==> src/rtl/stream_rr_merger_pkg.sv <==
// Shared definitions for stream_rr_merger: FSM state encoding, widths and a clog2 helper.
// The testbench imports this package too, so both sides agree on encodings.
package stream_rr_merger_pkg;

  localparam int DATA_W  = 32;
  localparam int GRANT_W = 4;

  typedef enum logic {
    IDLE = 1'b0,
    HOLD = 1'b1
  } state_e;

  // Ceiling log2; usable in parameter expressions.
  function automatic int clog2(input int value);
    int result;
    result = 0;
    for (int v = value - 1; v > 0; v = v >> 1) begin
      result++;
    end
    return result;
  endfunction

endpackage

==> src/rtl/rr_priority_pick.sv <==
// Rotating-priority encoder: returns the first set request after ptr, wrapping modulo N.
// The search covers ptr+1 .. ptr+N, so ptr itself has the lowest priority.
module rr_priority_pick #(
  parameter int N     = 4,
  parameter int IDX_W = 2
) (
  input  logic [N-1:0]     req,
  input  logic [IDX_W-1:0] ptr,
  output logic             hit,
  output logic [IDX_W-1:0] idx
);

  logic [IDX_W-1:0] cand;

  // NOTE: every output gets a default before the loop so no path leaves a latch.
  always_comb begin
    hit  = 1'b0;
    idx  = '0;
    cand = '0;
    for (int i = 1; i <= N; i++) begin
      cand = IDX_W'((int'(ptr) + i) % N);
      if (!hit && req[cand]) begin
        hit = 1'b1;
        idx = cand;
      end
    end
  end

endmodule

==> src/rtl/stream_rr_merger.sv <==
// Round-robin merger of NUM_SRC FWFT word streams into one registered FWFT output stream.
// Define STREAM_RR_MERGER_TAG_EN to overwrite the top ID_WIDTH output bits with the source index.
module stream_rr_merger
  import stream_rr_merger_pkg::*;
#(
  parameter int NUM_SRC   = 4,
  parameter int MAX_BURST = 16,
  parameter int ID_WIDTH  = 4
) (
  input  logic                      BUS_CLK,
  input  logic                      BUS_RST,
  input  logic [NUM_SRC-1:0]        SRC_EMPTY,
  input  logic [DATA_W*NUM_SRC-1:0] SRC_DATA,
  output logic [NUM_SRC-1:0]        SRC_READ,
  input  logic                      FIFO_READ_NEXT,
  output logic                      FIFO_EMPTY,
  output logic [DATA_W-1:0]         FIFO_DATA,
  output logic [GRANT_W-1:0]        GRANT_ID
);

  localparam int IDX_W = clog2(NUM_SRC);
  localparam int CNT_W = clog2(MAX_BURST + 1);
  localparam logic [CNT_W-1:0] BURST_LAST = CNT_W'(MAX_BURST);

`ifdef STREAM_RR_MERGER_TAG_EN
  localparam int TAG_BITS = ID_WIDTH;
`else
  localparam int TAG_BITS = 0;
`endif
  // Bits of the source word that survive; the rest carry the tag.
  localparam logic [DATA_W-1:0] KEEP_MASK = {DATA_W{1'b1}} >> TAG_BITS;

  state_e             state_q, state_d;
  logic [IDX_W-1:0]   ptr_q, ptr_d;
  logic [IDX_W-1:0]   grant_q, grant_d;
  logic [CNT_W-1:0]   cnt_q, cnt_d;
  logic               out_valid_q, out_valid_d;
  logic [DATA_W-1:0]  out_data_q, out_data_d;

  logic               pick_hit;
  logic [IDX_W-1:0]   pick_idx;
  logic               can_load;
  logic               grant_empty;
  logic               pop;
  logic [DATA_W-1:0]  src_word;
  logic [ID_WIDTH-1:0] tag;
  logic [DATA_W-1:0]  tag_word;
  logic [DATA_W-1:0]  load_word;

  rr_priority_pick #(
    .N     (NUM_SRC),
    .IDX_W (IDX_W)
  ) u_pick (
    .req (~SRC_EMPTY),
    .ptr (ptr_q),
    .hit (pick_hit),
    .idx (pick_idx)
  );

  assign grant_empty = SRC_EMPTY[grant_q];
  assign src_word    = SRC_DATA[DATA_W*grant_q +: DATA_W];
  assign tag         = ID_WIDTH'(grant_q);
  assign tag_word    = DATA_W'(tag) << (DATA_W - ID_WIDTH);
  assign load_word   = (src_word & KEEP_MASK) | (tag_word & ~KEEP_MASK);

  // The output register may be refilled in the same cycle it is drained.
  assign can_load = ~out_valid_q | FIFO_READ_NEXT;
  assign pop      = (state_q == HOLD) & ~grant_empty & can_load & ~BUS_RST;

  always_comb begin
    SRC_READ = '0;
    if (pop) begin
      SRC_READ[grant_q] = 1'b1;
    end
  end

  always_comb begin
    state_d = state_q;
    ptr_d   = ptr_q;
    grant_d = grant_q;
    cnt_d   = cnt_q;
    case (state_q)
      IDLE: begin
        if (pick_hit) begin
          grant_d = pick_idx;
          cnt_d   = '0;
          state_d = HOLD;
        end
      end
      HOLD: begin
        if (grant_empty) begin
          state_d = IDLE;
          ptr_d   = grant_q;
        end else if (pop) begin
          cnt_d = cnt_q + CNT_W'(1);
          if (cnt_d == BURST_LAST) begin
            state_d = IDLE;
            ptr_d   = grant_q;
          end
        end
      end
    endcase
  end

  always_comb begin
    out_valid_d = out_valid_q;
    out_data_d  = out_data_q;
    if (pop) begin
      out_valid_d = 1'b1;
      out_data_d  = load_word;
    end else if (FIFO_READ_NEXT) begin
      out_valid_d = 1'b0;
    end
  end

  // NOTE: state uses non-blocking assignments only; reset is synchronous and clears the held word.
  always_ff @(posedge BUS_CLK) begin
    if (BUS_RST) begin
      state_q     <= IDLE;
      ptr_q       <= IDX_W'(NUM_SRC - 1);
      grant_q     <= '0;
      cnt_q       <= '0;
      out_valid_q <= 1'b0;
      out_data_q  <= '0;
    end else begin
      state_q     <= state_d;
      ptr_q       <= ptr_d;
      grant_q     <= grant_d;
      cnt_q       <= cnt_d;
      out_valid_q <= out_valid_d;
      out_data_q  <= out_data_d;
    end
  end

  assign FIFO_EMPTY = ~out_valid_q;
  assign FIFO_DATA  = out_data_q;
  assign GRANT_ID   = GRANT_W'(grant_q);

endmodule

==> config.mk <==
export PLATFORM = sky130hd
export DESIGN_NAME = stream_rr_merger
export DESIGN_NICKNAME = d
export VERILOG_FILES = /design/src/rtl/stream_rr_merger_pkg.sv /design/src/rtl/rr_priority_pick.sv /design/src/rtl/stream_rr_merger.sv
export SDC_FILE = /design/constraint.sdc
export NUM_CORES = 1
export LEC_CHECK = 0
export BUFFER_PORTS_ARGS = -buffer_cell sky130_fd_sc_hd__buf_2
export CELL_PAD_IN_SITES_DETAIL_PLACEMENT = 0
export CELL_PAD_IN_SITES_GLOBAL_PLACEMENT = 1
export CORE_MARGIN = 2
export CORE_UTILIZATION = 29
export CTS_CLUSTER_SIZE = 14
export DETAILED_ROUTE_END_ITERATION = 7
export PLACE_DENSITY = 0.78
export SYNTH_ARGS = -nofsm -noshare
export SYNTH_HDL_FRONTEND = slang
export SYNTH_SLANG_ARGS = --single-unit
==> constraint.sdc <==
create_clock -name BUS_CLK -period 2.9 [get_ports BUS_CLK]
set_clock_uncertainty 0.2 [all_clocks]
set_input_delay 0.145 -clock BUS_CLK [delete_from_list [all_inputs] [get_ports BUS_CLK]]
set_output_delay 0.145 -clock BUS_CLK [all_outputs]
set_load 0.01 [all_outputs]
==> Flow_metrics.wiki <==
{| class="wikitable"
! Metric !! Value
|-
| Result of the run || completed
|-
| Power per cell area || 399.6 nW/µm²
|-
| PnR Total Power || 1.427 mW
|-
| Number of buffers inserted by post-CTS setup repair || 0
|-
| Maximum number of pins on one net before global-route repair || 46
|-
| Max Freq || 0.3869 GHz
|-
| Startpoint type of the worst setup path || input port
|-
| Hold crit path type || input port to register
|-
| EDFF count, synth || 0
|-
| Number of antenna violations at the first check in global routing || 0
|-
| Nets@finish || 563
|-
| Boundary Pins || 176
|-
| Filler cells || 873
|-
| Leading cell types by total area after synthesis || dfxtp_1, mux4_2, nand2_1, a21oi_1, mux2i_1
|-
| Antenna Diode Count || 0
|-
| Total Neg Setup Slack || 0 ps
|-
| Number of buffers on the longest clock path || 2
|-
| Slew Limit Fails || 0
|-
| Post-synthesis cell type with the largest combined area || dfxtp_1
|-
| Total gr overflow || 0
|-
| Internal reg-to-reg setup slack || 740 ps
|-
| Most frequently used cell type in the post-synthesis netlist || nand2_1
|-
| Routed wirelength normalized by instance count || 13.63 µm
|-
| Fraction of layout cells with a size suffix above 1 || 52.57%
|-
| Count of endpoints failing setup in the final report || 0
|-
| Most instantiated cells after synthesis || nand2_1, dfxtp_1, a21oi_1, mux4_2, nor2_1
|-
| CTS tree || done
|-
| RSZ-0062 raised after global routing || false
|-
| Shortest clock period the worst path allows after layout || 2585 ps
|-
| Clock-pin transition on the worst setup and hold timing paths || 80 ps
|-
| Placed insts || 522
|-
| Die ar. || 9420 µm²
|-
| Area occupied by multi-input gates || 1528 µm²
|-
| All-layer global routing usage || 15.32%
|-
| Buffer type at the clock tree root || clkbuf_8
|-
| Post-Syn Area || 2511 µm²
|-
| Area occupied by registers || 863.3 µm²
|-
| GP Congestion || 0.7624
|-
| Number of resized instances in the post-cts repair step || 0
|-
| H-tree levels || 2
|-
| Post-synthesis cell count || 257
|-
| Area growth from synthesis to final layout || 42.20%
|-
| DRC violations left || 0
|-
| Maxcap violations || 0
|-
| Number of cell rows || 33
|-
| Post-synth top area share || 34.28%
|-
| Sort of element at the end of the critical path || output pin
|-
| Routed via count divided by cell count || 4.814
|-
| Leakage power total || 1.592 nW
|-
| Maximum VDD drop || 0.1543 mV
|-
| Count of buffers inserted at the top-level ports || 173
|-
| First-iteration detailed-routing DRC count || 53
|-
| Share of the core filled with cells || 43.03%
|-
| Number of sinks on the clock net || 43
|-
| Register area share after synthesis || 34.28%
|-
| ANT nets after route || 0
|-
| Width of the chip || 97.06 µm
|-
| Sum of net half-perimeters after detailed placement || 5.812 mm
|-
| Final hold slack || 49.39 ps
|-
| Data required time at the worst endpoint || 2560 ps
|-
| Critical Path Fanout Max || 6
|-
| Most used flip-flop cell after synthesis || dfxtp_1
|-
| Via count of the first global-routing pass || 2,598
|-
| Average cell area after synthesis || 9.771 µm²
|-
| Iteration count of the initial detailed-routing pass || 4
|-
| Post-synth ARST share || 0%
|-
| Initial core utilization || 30.26%
|-
| Final number of hold-violating endpoints || 0
|-
| Crit Path Class || input port to output pin
|-
| Clock insertion delay at the later pin of the skew report || 290 ps
|-
| Die height || 97.06 µm
|-
| Number of buffers inserted during clock tree synthesis || 5
|-
| Final instance count without filler cells || 533
|-
| Critical Path AT || 2240 ps
|-
| First-pass GRT wire length || 12.05 mm
|-
| Final Routed Wirelength || 7.263 mm
|-
| YS warnings || 0
|-
| Via total after detailed routing || 2,566
|-
| Core region area || 8299 µm²
|-
| Seq cells post-synth || 43
|-
| Number of distinct library cells after synthesis || 37
|-
| Final cycle utilization of the critical path || 89.13%
|}
==> report_power, final <==
group | internal (mW) | switching (mW)
logic | 0.238 | 0.188
registers | 0.622 | 0.0210
clock network | 0.169 | 0.189
==> cell families (layout without fill, tap and decap cells) <==
family / Yosys count / after routing / share of synthesized area, %
xor+xnor: 2 / 2 / 0.6977
flops: 43 / 43 / 34.28
compound gates: 47 / 47 / 10.36
fa+ha+maj: 1 / 1 / 0.4982
simple gates: 99 / 99 / 16.94
buf+inv: 25 / 195 / 5.032
other cells: 1 / 2 / 0.1493
mux: 39 / 39 / 32.04
==> per-stage QoR <==
step                      area, µm²  setup slack (ps)
after floorplan                2515             623.1
after global placement         3460             788.6
after detailed placement       3460             750.5
after CTS                      3571             301.0
after global routing           3571             180.2
final                          3571             315.2
==> per-layer routing <==
metal | vias to the layer above | share of wire, % | GRT usage (%)
met5 | - | 0 | 0
met1 | 1170 | 38 | 17.54
li1 | 1266 | - | -
met3 | 7 | 9.2 | 3.813
met2 | 123 | 51 | 27.94
met4 | 0 | 1.4 | 4.767
==> flip-flops by register name, summed over array words and instances, names as in the netlist <==
name         flops
grant_q          2
FIFO_DATA       32
out_valid_q      1
cnt_q            5
ptr_q            2
state_q          1
==> layout make-up <==
class	instances	area share, %
Sequential cell	43	24.18
Multi-Input combinational cell	190	42.78
Tap cell	105	3.679
Clock buffer	7	2.137
Clock inverter	1	0.1402
Inverter	3	0.3153
Timing Repair Buffer	184	26.77
==> cell usage in the layout, fill, tap and decap left out, types with 2 or more instances in the layout <==
cell / count
xnor2_1: 2
dfxtp_1: 41
mux4_2: 33
mux2i_1: 5
inv_1: 3
conb_1: 2
clkbuf_1: 2
buf_4: 8
nand2_1: 73
nand3_1: 5
o22ai_1: 2
a21oi_1: 37
clkbuf_8: 5
buf_2: 173
dfxtp_2: 2
dlygate4sd3_1: 3
nor2_1: 9
nor3_1: 2
==> worst paths after layout <==
path                                      end  cells after the start          start
worst max-delay path              SRC_READ[2]                      6   SRC_EMPTY[0]
worst min-delay path               grant_q[1]                      4   SRC_EMPTY[2]
worst max register to register   FIFO_DATA[7]                      5     grant_q[1]
worst min register to register  FIFO_DATA[24]                      2  FIFO_DATA[24]
==> critical path, cell delays in order <==
cell and delay, ps:
dlygate4sd3_1 530, buf_2 150, mux4_2 540, or3_1 510, nor3b_2 210, buf_2 150
==> timing repair <==
item	CTS	global route
hold buffers	3	0
setup endpoints to repair	0	0
hold endpoints to repair	2	0
Note: power is estimated with default switching activity, not from simulation.
